`src/rtl/vram_arbiter.sv`:
```
// VRAM port arbiter: queues CPU writes in a FIFO and interleaves them with GPU fetches.
// Optional write-starvation guard enabled by defining VRAM_ARBITER_STARVE_GUARD_EN.
module vram_arbiter #(
  parameter int unsigned FIFO_DEPTH = 4,
  parameter int unsigned ADDR_WIDTH = 12
) (
  input  logic                          clk_12_5875,
  input  logic                          rst,
  input  logic                          cpu_wr_valid,
  output logic                          cpu_wr_ready,
  input  logic [ADDR_WIDTH-1:0]         cpu_wr_address,
  input  logic [7:0]                    cpu_wr_data,
  input  logic                          gpu_rd_req,
  input  logic [ADDR_WIDTH-1:0]         gpu_rd_address,
  output logic                          gpu_rd_grant,
  output logic                          gpu_rd_valid,
  output logic [7:0]                    gpu_rd_data,
  output logic [ADDR_WIDTH-1:0]         vram_address,
  output logic [7:0]                    vram_wdata,
  output logic                          vram_we,
  input  logic [7:0]                    vram_rdata,
  output logic [$clog2(FIFO_DEPTH):0]   fifo_count
);

  localparam int unsigned PTR_W = $clog2(FIFO_DEPTH);
  localparam int unsigned CNT_W = PTR_W + 1;

  typedef struct packed {
    logic [ADDR_WIDTH-1:0] addr;
    logic [7:0]            data;
  } wr_entry_t;

  wr_entry_t             mem_q [FIFO_DEPTH];
  logic [PTR_W-1:0]      wr_ptr_q, wr_ptr_d, rd_ptr_q, rd_ptr_d;
  logic [CNT_W-1:0]      count_q, count_d;
  logic [ADDR_WIDTH-1:0] vram_address_q, vram_address_d;
  logic [7:0]            vram_wdata_q, vram_wdata_d;
  logic                  vram_we_q, vram_we_d;
  logic                  rd_pend_q, rd_pend_d;
  logic                  rd_valid_q, rd_valid_d;
  logic                  push, fifo_empty, force_wr, gpu_slot, wr_slot;

`ifdef VRAM_ARBITER_STARVE_GUARD_EN
  localparam int unsigned STARVE_W     = 4;
  localparam int unsigned STARVE_LIMIT = 8;
  logic [STARVE_W-1:0] starve_q, starve_d;

  assign force_wr = (starve_q == STARVE_W'(STARVE_LIMIT));

  // Counts cycles a queued write was passed over; clears on any write slot or empty FIFO.
  always_comb begin
    starve_d = starve_q;
    if (fifo_empty || wr_slot) begin
      starve_d = '0;
    end else if (!force_wr) begin
      starve_d = starve_q + STARVE_W'(1);
    end
  end

  always_ff @(posedge clk_12_5875 or posedge rst) begin
    if (rst) starve_q <= '0;
    else     starve_q <= starve_d;
  end
`else
  assign force_wr = 1'b0;
`endif

  // Entries are only visible to the arbiter once count_q includes them, so no bypass.
  assign cpu_wr_ready = (count_q != CNT_W'(FIFO_DEPTH));
  assign push         = cpu_wr_valid && cpu_wr_ready;
  assign fifo_empty   = (count_q == '0);
  assign gpu_slot     = gpu_rd_req && !force_wr && !rst;
  assign wr_slot      = !gpu_slot && !fifo_empty;

  assign gpu_rd_grant = gpu_slot;
  assign gpu_rd_valid = rd_valid_q;
  assign gpu_rd_data  = vram_rdata;
  assign vram_address = vram_address_q;
  assign vram_wdata   = vram_wdata_q;
  assign vram_we      = vram_we_q;
  assign fifo_count   = count_q;

  always_comb begin
    wr_ptr_d       = wr_ptr_q;
    rd_ptr_d       = rd_ptr_q;
    count_d        = count_q + CNT_W'(push) - CNT_W'(wr_slot);
    vram_address_d = vram_address_q;
    vram_wdata_d   = vram_wdata_q;
    vram_we_d      = wr_slot;
    rd_pend_d      = gpu_slot;
    rd_valid_d     = rd_pend_q;
    if (push) begin
      wr_ptr_d = wr_ptr_q + PTR_W'(1);
    end
    if (wr_slot) begin
      rd_ptr_d       = rd_ptr_q + PTR_W'(1);
      vram_address_d = mem_q[rd_ptr_q].addr;
      vram_wdata_d   = mem_q[rd_ptr_q].data;
    end else if (gpu_slot) begin
      vram_address_d = gpu_rd_address;
    end
  end

  always_ff @(posedge clk_12_5875 or posedge rst) begin
    if (rst) begin
      wr_ptr_q       <= '0;
      rd_ptr_q       <= '0;
      count_q        <= '0;
      vram_address_q <= '0;
      vram_wdata_q   <= '0;
      vram_we_q      <= 1'b0;
      rd_pend_q      <= 1'b0;
      rd_valid_q     <= 1'b0;
    end else begin
      wr_ptr_q       <= wr_ptr_d;
      rd_ptr_q       <= rd_ptr_d;
      count_q        <= count_d;
      vram_address_q <= vram_address_d;
      vram_wdata_q   <= vram_wdata_d;
      vram_we_q      <= vram_we_d;
      rd_pend_q      <= rd_pend_d;
      rd_valid_q     <= rd_valid_d;
    end
  end

  // Storage needs no reset: the pointers and count define which entries are live.
  always_ff @(posedge clk_12_5875) begin
    if (push) mem_q[wr_ptr_q] <= '{addr: cpu_wr_address, data: cpu_wr_data};
  end

endmodule

```
`config.mk`:
```
export PLATFORM = sky130hd
export DESIGN_NAME = vram_arbiter
export DESIGN_NICKNAME = d
export VERILOG_FILES = /design/src/rtl/vram_arbiter.sv
export SDC_FILE = /design/constraint.sdc
export NUM_CORES = 1
export LEC_CHECK = 0
export BUFFER_PORTS_ARGS = -buffer_cell sky130_fd_sc_hd__buf_4
export CAP_MARGIN = 15
export CORE_ASPECT_RATIO = 1.2
export CORE_MARGIN = 4
export CORE_UTILIZATION = 59
export DETAILED_ROUTE_END_ITERATION = 6
export GPL_TIMING_DRIVEN = 0
export PLACE_DENSITY = 0.95
export SYNTH_ARGS = -nofsm -noshare
export SYNTH_HDL_FRONTEND = slang
export SYNTH_SLANG_ARGS = --single-unit
```
`constraint.sdc`:
```
create_clock -name clk_12_5875 -period 4.2 [get_ports clk_12_5875]
set_input_delay 0.21 -clock clk_12_5875 [delete_from_list [all_inputs] [get_ports clk_12_5875]]
set_output_delay 0.21 -clock clk_12_5875 [all_outputs]
set_load 0.02 [all_outputs]
```
# == After elaboration in Yosys (flattened, before gate mapping) ==
# Memories as Yosys holds them, arrays and structs flattened.
# Cells that the tools add are included.
# Widths: inputs -> output; s select.
# totals
regBits,30
ramBits,80
input_bits,44
out_inout_bits,35
memories,1
# op_classes
n_addsub,4
eq_ne,1
mux,4
reduce_logical,8
# memory_table
memory,words,word_bits,read_ports,rd_clocked_by_memory_dff,wr,line,text
mem_q,4,20,1,0,1,33,wr_entry_t mem_q [FIFO_DEPTH];
# op_table
op,count
$mux 12,2
$add 2x1->2 const B,2
$add 3x1->3,1
$logic_and 1x1->1,3
$logic_not 1->1,3
$logic_not 3->1,1
$ne 3x3->1 const B,1
$sub 3x1->3,1
$mux 1,2
$reduce_bool 2->1,1

# == Longest topological paths before layout ==
# depth
word_depth,5
ltp_mapped,10
mapped_depth_nobuf,10

# == Worst setup path before layout ==
# Ideal clock, no wire load.
# synth_timing
kind,register to register
from,"register count_q[1], in the netlist fifo_count[1]"
to,"register count_q[2], in the netlist fifo_count[2]"
arrival_ns,2.360
setup_slack_ns,1.707
stages_incl_launch_ff,11
n_path_buf,0
period_less_slack_ns,2.493
path_cell_list,dfrtp_1 -> or3b_1 -> and2_4 -> inv_1 -> ha_1 -> inv_1 -> ha_1 -> inv_1 -> fa_1 -> xnor2_1 -> xnor2_1
# synth_via
elab_chain_len,4
elab_cells_between_ends,7
classes_between,2 x add/sub; 1 x eq/ne; 4 x reduce/logical
# synth_rtl
element,line,text
from (decl),35,"logic [CNT_W-1:0] count_q, count_d;"
from (signal assigned),117,count_q <= count_d;
$ne 3x3->1,69,assign cpu_wr_ready = (count_q != CNT_W'(FIFO_DEPTH));
named net cpu_wr_ready,10,"output logic cpu_wr_ready,"
$logic_and 1x1->1,70,assign push = cpu_wr_valid && cpu_wr_ready;
$add 3x1->3,86,count_d = count_q + CNT_W'(push) - CNT_W'(wr_slot);
$sub 3x1->3,86,
named net count_d[2],35,
# The timed path passes the listed nets, and every way through them passes these cells.
# A chain may end at the register's enable or synchronous reset.

# == Worst setup path after layout ==
# layout_timing
from,input port rst
to,"register count_q[2], in the netlist fifo_count[2]"
# layout_via
elab_chain_len,5
# layout_rtl
element,line,text
from (decl),8,"input logic rst,"
$logic_not 1->1 (no line),n/a,
$logic_and 1x1->1,72,assign gpu_slot = gpu_rd_req && !force_wr && !rst;
$logic_not 1->1,73,assign wr_slot = !gpu_slot && !fifo_empty;
$logic_and 1x1->1,73,
named net vram_we_d,38,"logic vram_we_q, vram_we_d;"
$sub 3x1->3,86,
named net count_d[2],35,
# The timed path passes the listed nets, and every way through them passes these cells.

==> results.txt <==
The flow ran to the end, and the final reports show no timing, DRC or antenna violations. The detailed placement HPWL is 5.43 mm. The number of failing setup endpoints in the final timing report came out at 0. The number of buffer cells added on primary ports came out at 70. Combinational cells account for 34.5% of the total power. The design internal power is 2.37 mW. The compound-cell area share of the yosys netlist came out at 2.81%. The worst hold path begins at cpu_wr_data[2]. The TritonCTS buffer count came out at 9. The clock passes through at most 2 buffers. The routed length per instance came out at 21.1 um.

The nature of the critical path startpoint is an input port. The number of different library cells in the post-synthesis netlist came out at 23. The worst register-to-register path ends at fifo_count[2]. The clock sink count came out at 110. Entering global routing, the biggest net connects 21 pins.

The wire length of the first global-routing pass came out at 12.7 mm. The area of the core region came out at 6940 um2. The final hold slack is 0.0450 ns. The cell depth of the worst flop-to-flop path is 10. Summed over all nets, the switching power comes to 1.12 mW. After detailed routing, the total wire length is 8.10 mm. Setup repair after global routing left no endpoint under its margin. The synthesized instance count is 209. Derived from the worst setup path, the maximum achievable clock frequency is roughly 370 MHz. The initial antenna violation count came out at 0. The number of instances in the placed design came out at 367. The critical path arrival is 3.01 ns.

After synthesis, the largest family of logic cells by area is multiplexers. The portion of total power attributed to the clock network came out at between 10% and 20%. The via count normalized by instance count came out at 5.67. The tree is rooted in a clkbuf_8. The sequential area share after synthesis is 73.7%. The share of total power dissipated in sequential elements is 46.6%. The fraction of final layout cells sized beyond drive strength 1 came out at between 40% and 50%. The overall die area is 8680 um2. The width of the chip is 85.7 um. The later pin in the worst-skew pair is clocked with a latency of 0.36 ns. The endpoint required time on the critical path is between 4 and 5 ns.

The reported leakage power is 2.03 nW. The final layout net count came out at 343. The path class of the tightest hold or removal check is in2reg. In this run the register-to-register setup slack is 1.67 ns. The slew at the pin closest to its max-slew limit is 1.07 ns. The number of nets in the synthesized netlist is 260. The post-cts resize count came out at 0. The worst slew margin relative to its limit came out at 28.6%. The path with the worst hold slack has its endpoint at mem_q[2][2]. The final weighted congestion of routability-driven global placement is 0.742. The biggest fanout along the worst timing path is 11.

The boundary pin count came out at 79. The average instance area after synthesis came out at 20.5 um2. The max-capacitance violation count came out at 0.

The final clock skew came out at 0.0122 ns. The die height is 101 um. The final-layout setup total negative slack came out at 0 ns. The share of the clock period used by the worst path after layout came out at 64.7%. The fraction of synthesized area in multiplexers came out at 13.7%. The maximum level of the CTS H-tree came out at 3. The critical path class is in2reg. The number of pins with negative max-slew slack in the final report came out at 0. Summing the areas of all xor and xnor instances in the mapped netlist gives around 1.0% of the synthesized area. The number of warnings issued by yosys came out at 0.

The footprint of the multi-input gates came out at 991 um2. The mapped netlist covers 4280 um2. The adder and majority cell fraction of the synthesized area is 2.22%.

The power per unit of standard cell area came out at between 600 and 700 nW/um2. The first detailed-routing pass took 4 iterations. Detailed routing inserted a total of 2176 vias. The effective utilization at floorplan is 61.7%. The fill cell total of the finished layout is 411.

The number of core rows came out at 33. The via count of the first global-routing pass was between 2000 and 2500. The worst voltage drop across the vdd grid came out at about 340 uV.

The number of buffers inserted for hold repair after clock tree synthesis came out at 1. The CTS clock-pin slew for the worst setup and hold paths is 0.11 ns. In this run the post-CTS setup repair buffer count came out at 0. Summing all non-filler instances in the final layout gives an area of between 5000 and 6000 um2. Subtracting the final worst setup slack from the clock period gives 2.72 ns. The CTS tree is yes. The combined flip-flop and latch cell area is 3150 um2. After synthesis the netlist holds a flip-flop and latch count of 110. Global routing used between 10% and 20% of the available tracks. In this run the critical register-to-register path is launched from fifo_count[1]. The simple-gate share of the synthesized area came out at 3.42%. The violation count after the first detailed-routing iteration came out at 190. The synthesis-to-finish area growth is 20.7%.

The number of inserted diodes came out at 0. The final-report hold violation count is 0. The cell depth of the worst hold path came out at 1. The remaining global-route overflow is 0. The residual DRC count came out at 0. The placed instances occupy a cell area of 4940 um2.

STA classifies the critical path endpoint as a flip-flop. The switching power share of the total is between 30% and 40%. The antenna violation net count after detailed routing came out at 0.

The post-layout instance count excluding filler cells is approximately 380.
-- metrics by stage --
stage	setup WS, ns	util (%)	power, mW
6_report	1.48	74.4	3.49
5_1_grt	1.25	74.4	3.66
4_1_cts	1.46	74.4	3.52
3_5_place_dp	1.66	71.2	2.86
3_3_place_gp	1.71	70.8	2.79
2_1_floorplan	1.71	-	2.41
-- layout make-up --
class / count / share of cell area [%]
clock inverters: 7 / 1.72
repair buffers: 72 / 10.9
clock buffers: 9 / 2.40
inverters: 7 / 0.509
flip-flops and latches: 110 / 61.1
multi-input cells: 76 / 19.2
well taps: 87 / 2.11
plain buffers: 16 / 2.11
-- cells by family (layout without fill, tap and decap cells) --
logic type	after synthesis	count (layout)
compound gates	12	12
xor+xnor	5	5
fa+ha+maj	7	7
buf+inv	23	111
flops	110	110
mux	29	29
simple gates	23	23
-- power by group through the flow --
stage	registers, mW	logic [mW]	clock network (mW)
finish	1.62	1.20	0.661
detailed placement	1.64	1.22	0
floorplan	1.75	0.656	0
global route	1.65	1.30	0.716
global placement	1.62	1.16	0
CTS	1.63	1.23	0.670
-- synthesized netlist by cell type --
master,count,area share [%]
mux2_2,9,2.4
a221o_1,12,2.8
and3_1,4,0.58
and2_4,1,0.20
ha_1,6,1.8
xnor2_1,3,0.61
nor3_1,1,0.12
buf_4,8,1.4
inv_1,7,0.61
and2_1,12,1.8
buf_2,3,0.35
dfrtp_1,30,18
or3b_1,1,0.20
nor3b_1,1,0.18
buf_6,2,0.53
xor2_1,2,0.41
mux4_2,11,5.8
mux4_1,9,5.5
nor2b_1,2,0.29
fa_1,1,0.47
clkbuf_1,3,0.26
edfxtp_1,80,56
nor2_1,1,0.088
-- layer usage --
layer	up-vias	part of all wire, %	track usage, %
met3	10	6.1	4.07
met4	0	2.0	6.82
met1	1108	39	24.8
li1	983	-	-
met5	-	0	0
met2	75	53	34.7
-- layout by cell type (no fill, tap or decap), types with 4 or more instances in the layout --
| cell | instances |
|---|---|
| mux2_2 | 9 |
| dfrtp_1 | 30 |
| buf_4 | 78 |
| mux4_1 | 9 |
| edfxtp_1 | 80 |
| clkbuf_8 | 9 |
| and3_1 | 4 |
| and2_1 | 12 |
| ha_1 | 6 |
| inv_1 | 7 |
| mux4_2 | 11 |
| a221o_1 | 12 |
-- worst max-delay path: stages --
cell and delay, ns:
dlygate4sd3_1 0.54, buf_4 0.14, nor2b_1 0.42, nor2_1 0.22, buf_2 0.27, ha_1 0.30
inv_1 0.06, ha_1 0.13, inv_1 0.05, fa_1 0.37, xnor2_1 0.18, xnor2_1 0.13
-- sequential cells by signal, summed over array words and instances (netlist names) --
| name | count |
|---|---|
| fifo_count | 3 |
| gpu_rd_valid | 1 |
| mem_q | 80 |
| rd_pend_q | 1 |
| rd_ptr_q | 2 |
| vram_address | 12 |
| vram_wdata | 8 |
| vram_we | 1 |
| wr_ptr_q | 2 |
-- how the worst max path moves through the flow --
stage	start	cells after the start	end	slack, ns
final	rst	12	fifo_count[2]	1.48
after global routing	rst	12	fifo_count[2]	1.25
after CTS	rst	12	fifo_count[2]	1.46
after detailed placement	fifo_count[1]	10	fifo_count[2]	1.66
after global placement	fifo_count[1]	10	fifo_count[2]	1.71
after floorplan	fifo_count[1]	10	fifo_count[2]	1.71
(Power assumes the default switching activity.)
